$ cat src/rtl/fetch_controller_if.sv
// Fetch-stage control bundle between the hazard/branch logic and the fetch PC mux.
// master = fetch_controller side; slave = fetch/hazard side.
interface fetch_controller_if;
    logic [31:0] current_pc;
    logic        branch_taken;
    logic [31:0] branch_target;
    logic        load_use_stall;
    logic        interrupt;
    logic [31:0] int_vector;
    logic        pc_write;
    logic [31:0] pc_write_back_value;
    logic        clear_instruction;
    logic [31:0] int_save_pc;
    logic        int_save_valid;
    logic        int_ack;

    modport master (
        input  current_pc, branch_taken, branch_target, load_use_stall, interrupt, int_vector,
        output pc_write, pc_write_back_value, clear_instruction, int_save_pc, int_save_valid,
               int_ack
    );

    modport slave (
        output current_pc, branch_taken, branch_target, load_use_stall, interrupt, int_vector,
        input  pc_write, pc_write_back_value, clear_instruction, int_save_pc, int_save_valid,
               int_ack
    );
endinterface

$ cat src/rtl/fetch_controller.sv
// Fetch sequencing: reset-vector load, branch redirects, load-use freezes and interrupt entry.
// Outputs are combinational from state and inputs so a decision redirects the very next fetch.
module fetch_controller #(
    parameter logic [31:0] RESET_VECTOR = 32'd32,
    parameter int unsigned INT_BUBBLES  = 2
) (
    input logic              clk,
    input logic              reset,
    fetch_controller_if.master bus
);

    typedef enum logic [1:0] {StVec, StRun, StIntFlush, StIntJump} state_e;

    localparam logic [2:0] BubblesLast = 3'(INT_BUBBLES);

    state_e      state_q, state_d;
    logic [2:0]  cnt_q, cnt_d;
    logic        pending_q, pending_d;
    logic [31:0] save_pc_q, save_pc_d;
    logic        int_req;

    assign int_req = pending_q | bus.interrupt;

    always_comb begin
        state_d   = state_q;
        cnt_d     = cnt_q;
        pending_d = pending_q;
        save_pc_d = save_pc_q;

        bus.pc_write            = 1'b0;
        bus.pc_write_back_value = bus.current_pc;
        bus.clear_instruction   = 1'b0;
        bus.int_save_valid      = 1'b0;
        bus.int_ack             = 1'b0;

        // Requests seen while an interrupt is already in flight are dropped.
        if (bus.interrupt && state_q != StIntFlush && state_q != StIntJump) begin
            pending_d = 1'b1;
        end

        unique case (state_q)
            StVec: begin
                bus.pc_write            = 1'b1;
                bus.pc_write_back_value = RESET_VECTOR;
                bus.clear_instruction   = 1'b1;
                state_d                 = StRun;
            end
            StRun: begin
                if (bus.branch_taken) begin
                    bus.pc_write            = 1'b1;
                    bus.pc_write_back_value = bus.branch_target;
                    bus.clear_instruction   = 1'b1;
                end else if (int_req) begin
                    bus.int_ack           = 1'b1;
                    bus.pc_write          = 1'b1;
                    bus.clear_instruction = 1'b1;
                    save_pc_d             = bus.current_pc;
                    cnt_d                 = 3'd1;
                    // Acceptance consumes the request even when flush is skipped.
                    pending_d             = 1'b0;
                    state_d               = (INT_BUBBLES == 1) ? StIntJump : StIntFlush;
                end else if (bus.load_use_stall) begin
                    bus.pc_write = 1'b1;
                end
            end
            StIntFlush: begin
                bus.pc_write          = 1'b1;
                bus.clear_instruction = 1'b1;
                cnt_d                 = cnt_q + 3'd1;
                if (bus.branch_taken) begin
                    save_pc_d = bus.branch_target;
                end
                // The acceptance cycle is bubble 1, so leave once this bubble is the last.
                if (cnt_d == BubblesLast) begin
                    state_d = StIntJump;
                end
            end
            StIntJump: begin
                bus.pc_write            = 1'b1;
                bus.pc_write_back_value = bus.int_vector;
                bus.clear_instruction   = 1'b1;
                bus.int_save_valid      = 1'b1;
                if (bus.branch_taken) begin
                    save_pc_d = bus.branch_target;
                end
                cnt_d   = 3'd0;
                state_d = StRun;
            end
            default: state_d = StVec;
        endcase
    end

    assign bus.int_save_pc = save_pc_q;

    always_ff @(posedge clk or negedge reset) begin
        if (!reset) begin
            state_q   <= StVec;
            cnt_q     <= 3'd0;
            pending_q <= 1'b0;
            save_pc_q <= 32'd0;
        end else begin
            state_q   <= state_d;
            cnt_q     <= cnt_d;
            pending_q <= pending_d;
            save_pc_q <= save_pc_d;
        end
    end

endmodule

$ cat src/flat_wrapper.sv
// flat-port wrapper written by rule: the top's interface ports become plain ports
module fetch_controller_flat 
#(
    parameter logic [31:0] RESET_VECTOR = 32'd32,
    parameter int unsigned INT_BUBBLES  = 2
)
  (clk, reset, bus_current_pc, bus_branch_taken, bus_branch_target, bus_load_use_stall, bus_interrupt, bus_int_vector, bus_pc_write, bus_pc_write_back_value, bus_clear_instruction, bus_int_save_pc, bus_int_save_valid, bus_int_ack);
  fetch_controller_if bus_i ();
  input logic clk;
  input logic reset;
  input wire logic [$bits(bus_i.current_pc)-1:0] bus_current_pc;
  input wire logic [$bits(bus_i.branch_taken)-1:0] bus_branch_taken;
  input wire logic [$bits(bus_i.branch_target)-1:0] bus_branch_target;
  input wire logic [$bits(bus_i.load_use_stall)-1:0] bus_load_use_stall;
  input wire logic [$bits(bus_i.interrupt)-1:0] bus_interrupt;
  input wire logic [$bits(bus_i.int_vector)-1:0] bus_int_vector;
  output wire logic [$bits(bus_i.pc_write)-1:0] bus_pc_write;
  output wire logic [$bits(bus_i.pc_write_back_value)-1:0] bus_pc_write_back_value;
  output wire logic [$bits(bus_i.clear_instruction)-1:0] bus_clear_instruction;
  output wire logic [$bits(bus_i.int_save_pc)-1:0] bus_int_save_pc;
  output wire logic [$bits(bus_i.int_save_valid)-1:0] bus_int_save_valid;
  output wire logic [$bits(bus_i.int_ack)-1:0] bus_int_ack;
  assign bus_i.current_pc = bus_current_pc;
  assign bus_i.branch_taken = bus_branch_taken;
  assign bus_i.branch_target = bus_branch_target;
  assign bus_i.load_use_stall = bus_load_use_stall;
  assign bus_i.interrupt = bus_interrupt;
  assign bus_i.int_vector = bus_int_vector;
  assign bus_pc_write = bus_i.pc_write;
  assign bus_pc_write_back_value = bus_i.pc_write_back_value;
  assign bus_clear_instruction = bus_i.clear_instruction;
  assign bus_int_save_pc = bus_i.int_save_pc;
  assign bus_int_save_valid = bus_i.int_save_valid;
  assign bus_int_ack = bus_i.int_ack;
  fetch_controller #(.RESET_VECTOR(RESET_VECTOR), .INT_BUBBLES(INT_BUBBLES)) u_core (.clk(clk), .reset(reset), .bus(bus_i));
endmodule
$ cat config.mk
export PLATFORM = sky130hd
export DESIGN_NAME = fetch_controller_flat
export DESIGN_NICKNAME = d
export VERILOG_FILES = /design/src/rtl/fetch_controller_if.sv /design/src/rtl/fetch_controller.sv /design/src/flat_wrapper.sv
export SDC_FILE = /design/constraint.sdc
export NUM_CORES = 1
export LEC_CHECK = 0
export CAP_MARGIN = 10
export CELL_PAD_IN_SITES_DETAIL_PLACEMENT = 1
export CELL_PAD_IN_SITES_GLOBAL_PLACEMENT = 1
export CORE_ASPECT_RATIO = 0.7
export CORE_MARGIN = 5
export CORE_UTILIZATION = 25
export CTS_CLUSTER_DIAMETER = 80
export CTS_CLUSTER_SIZE = 24
export DETAILED_ROUTE_END_ITERATION = 7
export GPL_TIMING_DRIVEN = 0
export PLACE_DENSITY_LB_ADDON = 0.1
export SKIP_CTS_REPAIR_TIMING = 1
export SLEW_MARGIN = 20
export SYNTH_ARGS = -nofsm -noshare
export SYNTH_HDL_FRONTEND = slang
export SYNTH_SLANG_ARGS = --single-unit
$ cat constraint.sdc
create_clock -name clk -period 1.76 [get_ports clk]
set_input_delay 0.352 -clock clk [delete_from_list [all_inputs] [get_ports clk]]
set_output_delay 0.352 -clock clk [all_outputs]
set_load 0.02 [all_outputs]
* Word level (Yosys, flattened, before mapping) *
Cells that the tools add are included.

storage, ports and cells
  bits in registers = 38
  logic and storage cells = 54
  input port bits = 101

operators by class
  bitwise gates (word level) = 1
  add/subtract/negate cells = 1
  equality and inequality tests = 10
  mux-type cells = 27
  reductions and logical operators = 11

operators by type and width
  cell                   number
  $mux W32               4
  $pmux W32 S3           1
  $pmux W32 S2           1
  $mux W1                12
  $pmux W3 S3            1
  $mux W2                3
  $mux W3                2
  $ne A2 B1 Y1 const B   3
  $ne A2 B2 Y1 const B   3
  $pmux W2 S3            1
  $reduce_and A3 Y1      2
  $eq A2 B2 Y1 const B   2
  $pmux W1 S2            2
  $reduce_and A4 Y1      1
  $reduce_or A2 Y1       2
  $add A3 B1 Y3 const B  1
  $eq A3 B2 Y1 const B   1
  $reduce_bool A3 Y1     1
  $reduce_or A3 Y1       1
  $eq A2 B1 Y1 const B   1
  $logic_and A1 B1 Y1    2
  $logic_not A2 Y1       1
  $reduce_bool A2 Y1     1
  $or A1 B1 Y1           1

* Logic depth before layout (Yosys ltp) *
Gate-level depths: netlist of run 1.

  depth in word-level cells = 7
  depth in mapped cells = 7
  depth with buffers taken out = 5

* Worst setup path after synthesis of run 1 *
OpenSTA, ideal clock, no wires.

  path type = register -> output
  start = register u_core.state_q[0]
  end = output bus_pc_write_back_value[11]
  buffers on the path = 2
  data arrival time = 1.850 ns
  stages on the path, launching flop included = 8
  path slack = -0.442 ns
  cells stage by stage = dfrtp_1 -> inv_1 -> ha_1 -> clkbuf_1 -> nor2b_1 -> buf_2 -> a22oi_1 -> o21ai_0

on the way
  longest elaborated chain between the ends = 2
  elaborated cells on any way between the ends = 4
  classes of those cells = eq/ne: 2; mux: 1; reduce/logical: 1

RTL lines
  element                               line                     text
  start: declaration                    fetch_controller.sv:16   state_e state_q, state_d;
  start signal: assignment              fetch_controller.sv:97   state_q <= StVec;
  start signal: assignment              fetch_controller.sv:102  state_q <= state_d;
  $eq A2 B2 Y1 (tied with other cells)  fetch_controller.sv:41   unique case (state_q)
  $pmux W32 S3 (*)                      fetch_controller.sv:41
  end: declaration                      flat_wrapper.sv:18       output wire logic [$bits(bus_i.pc_write_back_value)-1:0] bus_pc_write_back_value;

Mark *: on every way between the ends. The rest lies on a longest branch, timed or not.

* Final worst setup path of run 1 *
  start = register u_core.state_q[0]
  end = output bus_pc_write_back_value[0]

Same word-level chain as after synthesis.

==> impl_metrics.toml, run 1 <==
[timing]
hold_viol = 0
setup_tns_ps = -24020
fin_ws_ps = -459.6
finalCritPeriodShare_pct = 126.1
relSlewSlack_pct = 75.92
worstMarginPinSlew_ps = 360.6
fin_crit_ps = 2220
fmax_mhz = 450.5
grt_setup_unrepaired = "yes"
final_max_slew_viol_count = 0
holdWs_ps = 472.6
clock_skew_ps = 5.232
setup_viol = 69

[global_routing]
grtUsageMet1_pct = 25.93
antenna_found_initial = 0
grt_pass1_vias = 3323
met2_usage_pct = 29.97
grt-ovfl-total = 0
met3_usage_pct = 6.582
grt_max_degree = 29
groute.usage.overall_pct = 19.02
grt_pass1_wl_um = 19890
top_usage_layer = "met2"

[synthesis]
async_flop_share_pct = 100.0
avgSynthCellArea_um2 = 10.59
syn_area_um2 = 2795
yosys.area.top_type_share_pct = 34.02
ys_seq_area_share_pct = 34.02
synth.top_cells.by_count = "mux2_2 (63), a22oi_1 (60), dfrtp_1 (38)"
synth_area_leaders = "dfrtp_1 (34%), mux2_2 (25%), a22oi_1 (16%)"
ys_warn_count = 0
yosysTopAreaCell = "dfrtp_1"
netlist_instances = 264
synth_most_common_cell = "mux2_2"
synth_fp_nets = 373
synth_flop_cell = "dfrtp_1"
synth.distinct_cells = 29
synth-seq-cells = 38
synth_edf_count = 0

[placement]
gp_congestion = 0.7850
dp_slack_ps = -1330
dp_hpwl_um = 9923
io_buffer_count = 168
place_inst = 586
dpl_cell_area_um2 = 5097

[finish]
area_growth_pct = 109.9
stdcell_count = 627
nFillCells = 1163
layout-drive-gt1-share_pct = 51.69
nNetsFinal = 583
fin_area_um2 = 5868
antennaDiodeCount = 0
post-route-util_pct = 53.49

[status]
status = "finished with violations"
violations = "setup timing"

[power_and_ir_drop]
ir_drop_v = 0.0007467
leakagePower_nw = 2.345
p_total_mw = 12.27
power_density_nw_per_um2 = 2092

[flow_run]
maxCapViolCount = 0

[setup_path]
cp.arrival_ps = 1870
crit_type = "reg -> out"
worstSetupEndpointType = "primary output"
cp.required_ps = 1410
cp-start-kind = "flip-flop"
path_max_fanout = 10

[cts]
cts_buffer_depth = 2
root_buffer = "clkbuf_16"
cts_buffers = 5
clk_latency_ps = 280
cts_num_sinks = 38
cts_tree = "yes"
path_clk_slew_ps = 60
htree_levels = 2

[floorplanning]
num_rows = 32
start_util_pct = 25.48
ios = 169
coreArea_um2 = 10970
dieHeight_um = 98.47
die_w_um = 136.4
dieArea_um2 = 13430

[detailed_routing]
route.detailed.drc = 0
drtIter0Drc = 95
avgViaCountPerCell = 5.100
firstDrtPassIters = 4
final_antenna_net_count = 0
wl_per_cell_um = 23.13
via_count = 3198
totalWireLength_um = 14500

[min_path]
hp-class = "in -> reg"
final timing paths:
path / from / to / slack (ps) / cells past startpoint
worst min register to register: u_core.bus.int_save_pc[17] / u_core.bus.int_save_pc[17] / 510 / 1
worst min-delay path: bus_interrupt / u_core.pending_q / 470 / 3
worst max-delay path: u_core.state_q[0] / bus_pc_write_back_value[0] / -460 / 8
min in group asynchronous: reset / u_core.bus.int_save_pc[9] / 500 / 2
worst max register to register: u_core.state_q[0] / u_core.bus.int_save_pc[7] / -390 / 9
max in group asynchronous: reset / u_core.bus.int_save_pc[23] / 770 / 3
where the power goes:
part | total, mW | switching (mW) | internal, mW | leakage [nW]
Clock | 0.887 | 0.367 | 0.520 | 0.0640
Sequential | 1.63 | 0.288 | 1.35 | 0.445
Combinational | 9.75 | 4.78 | 4.98 | 1.84
Total | 12.3 | 5.43 | 6.84 | 2.34
state kept, by name, summed over array words and instances (netlist names):
register	cells
u_core.pending_q	1
u_core.cnt_q	3
u_core.state_q	2
u_core.bus.int_save_pc	32
layout by cell type, fill, tap and decap left out, drive strengths merged, types with 4 or more instances in the layout:
cell and n:
a21oi 4, nor2b 4, nor2 4, o21ai 32, inv 8, dfrtp 38
mux2 65, clkdlybuf4s50 129, clkbuf 44, ha 8, buf 55, dlymetal6s2s 4
mux2i 4, a22oi 60
cells by family (layout without fill, tap and decap cells):
group	count (synthesis)	in the layout	synth area share (%)
flip-flops	38	38	34.02
buffers and inverters	31	241	5.506
AO/OA/AOI/OAI	104	104	26.14
adder cells (fa/ha/maj)	8	8	3.581
AND/OR/NAND/NOR	13	13	2.552
XOR/XNOR	1	1	0.3134
multiplexers	69	69	27.89
routing by layer:
| layer | vias up | share of wire (%) |
|---|---|---|
| met2 | 128 | 46 |
| met3 | 15 | 7.9 |
| met4 | 0 | 0.97 |
| met5 | - | 0 |
| li1 | 1454 | - |
| met1 | 1601 | 45 |
area by class of cell:
class                           count  area, µm²  share of cell area (%)
Timing Repair Buffer              204       2008                   34.22
Inverter                            8      37.54                  0.6397
Multi-Input combinational cell    195       2231                   38.02
Clock buffer                        7      132.6                   2.260
Buffer                             22      314.1                   5.352
Sequential cell                    38      953.4                   16.25
Tap cell                          153      191.4                   3.262
worst max-delay path, stage by stage, from the launching register on:
cell,delay [ps]
dfrtp_2,430
inv_4,60
ha_4,190
buf_4,140
nor2b_4,190
buf_8,200
a22oi_2,90
o21ai_4,80
clkbuf_2,190
Power figures use the tool's default switching activity.
==> inputs of run 2 (changes only) <==
--- a/config.mk
+++ b/config.mk
@@ -15,6 +15,7 @@
 export CTS_CLUSTER_SIZE = 24
 export DETAILED_ROUTE_END_ITERATION = 7
 export GPL_TIMING_DRIVEN = 0
+export MAX_ROUTING_LAYER = met4
 export PLACE_DENSITY_LB_ADDON = 0.1
 export SKIP_CTS_REPAIR_TIMING = 1
 export SLEW_MARGIN = 20
==> run 2 against run 1 <==
Net effect: the run still ends with setup timing left; combinational power about the same; worst setup slack improved by 12 ps; register-to-register slack improved by 60 ps.
==> impl_metrics.toml, run 2 (synthesis gave the netlist of run 1 again) <==
[status]
status = "finished with violations"
violations = "setup timing"

[timing]
worstMarginPinSlew_ps = 493.7
hold_viol = 0
fin_crit_ps = 2207
setup_viol = 70
fmax_mhz = 453.0
relSlewSlack_pct = 67.09
setup_tns_ps = -20840
final_max_slew_viol_count = 0
grt_setup_unrepaired = "yes"
holdWs_ps = 472.7
finalCritPeriodShare_pct = 125.4
clock_skew_ps = 3.928
fin_ws_ps = -447.3

[cts]
htree_levels = 2
root_buffer = "clkbuf_16"
clk_latency_ps = 280
cts_buffer_depth = 2
cts_num_sinks = 38
cts_buffers = 5
cts_tree = "yes"
path_clk_slew_ps = 60

[detailed_routing]
via_count = 3194
avgViaCountPerCell = 5.094
firstDrtPassIters = 4
route.detailed.drc = 0
wl_per_cell_um = 23.41
drtIter0Drc = 82
final_antenna_net_count = 0
totalWireLength_um = 14680

[finish]
area_growth_pct = 114.7
antennaDiodeCount = 0
nFillCells = 1159
most-common-layout-cells = "clkdlybuf4s50_1 (129), mux2_2 (54), a22oi_2 (42)"
largest_reg_flops = 32
final_common_cell = "clkdlybuf4s50_1"
fin_area_um2 = 6002
layout-drive-gt1-share_pct = 54.01
nNetsFinal = 583

[global_routing]
groute.usage.overall_pct = 19.57
grt_pass1_wl_um = 19840
grt-ovfl-total = 0
grt_max_degree = 29
antenna_found_initial = 0
grt_pass1_vias = 3335

[floorplanning]
die_w_um = 136.4
num_rows = 32
coreArea_um2 = 10970
dieArea_um2 = 13430
start_util_pct = 25.48
dieHeight_um = 98.47
ios = 169

[setup_path]
r2r_cells = 8
cp.arrival_ps = 1860
cp_slowest_stage_delay_ps = 480
cp.depth = 7
worstSetupEndpointType = "primary output"
critical_path.top_delay_family = "flip-flops"
crit_top_cell = "buf_6"
cp-start-kind = "flip-flop"
reg2reg_slack_ps = -330
path_cells = "buf_6, ha_4, nor2b_4, buf_6, a22oi_2, o21ai_4, buf_2"
crit_type = "reg -> out"
crit_buf_inv = 3
slowest_stage = "dfrtp_2"
path_max_fanout = 10
cp.required_ps = 1410

[power_and_ir_drop]
ir_drop_v = 0.0007749
pwr-share-seq_pct = 12.9
p_total_mw = 12.63
p_comb_share_pct = 80.1
p_sw_mw = 5.492
leakagePower_nw = 2.389
power_density_nw_per_um2 = 2105
switching_share_pct = 43.47
p_int_mw = 7.142
clockPowerShare_pct = 7.0

[placement]
dp_hpwl_um = 9923
dpl_cell_area_um2 = 5097
gp_congestion = 0.7960
dp_slack_ps = -1330
io_buffer_count = 168

[flow_run]
maxCapViolCount = 0

[min_path]
hp-class = "in -> reg"
holdPathStages = 3
run 2: path summary, 6_finish.rpt:
kind | start | end
max | u_core.state_q[1] | bus_pc_write_back_value[3]
min | bus_interrupt | u_core.pending_q
max reg2reg | u_core.state_q[1] | u_core.bus.int_save_pc[7]
min reg2reg | u_core.bus.int_save_pc[26] | u_core.bus.int_save_pc[26]
max in group asynchronous | reset | u_core.state_q[0]
min in group asynchronous | reset | u_core.bus.int_save_pc[9]
run 2: final cells by class:
type,instances,area [µm²],area share [%]
Multi-Input combinational cell,195,2313,38.54
Timing Repair Buffer,204,2053,34.21
Sequential cell,38,953.4,15.88
Buffer,22,320.3,5.337
Tap cell,153,191.4,3.189
Clock buffer,7,132.6,2.210
Inverter,8,37.54,0.6254
run 2: power by group through the flow:
stage / Combinational, mW / Sequential (mW) / Clock [mW]
2_1_floorplan: 4.44 / 2.10 / 0
3_5_place_dp: 7.98 / 1.66 / 0
6_report: 10.1 / 1.64 / 0.884
3_3_place_gp: 7.86 / 1.63 / 0
5_1_grt: 10.6 / 1.70 / 0.951
4_1_cts: 8.01 / 1.65 / 0.906
run 2: stage by stage:
stage                     instances  utilization, %
final                           627           54.71
after global routing            627           54.71
after CTS                       593           47.67
after detailed placement        586           46.46
after global placement          585           46.33
after floorplan                 264               -
run 2: per-layer routing:
layer	vias up	track usage, %	wire, µm
met3	6	5.714	991
met4	0	2.556	37
met5	-	-	0
met2	121	30.13	7003
li1	1452	-	-
met1	1615	26.31	6643
run 2: worst min-delay path, cell delays in order:
cell and delay, ps:
dlymetal6s2s_1 170, a21oi_1 140, nor2_1 50
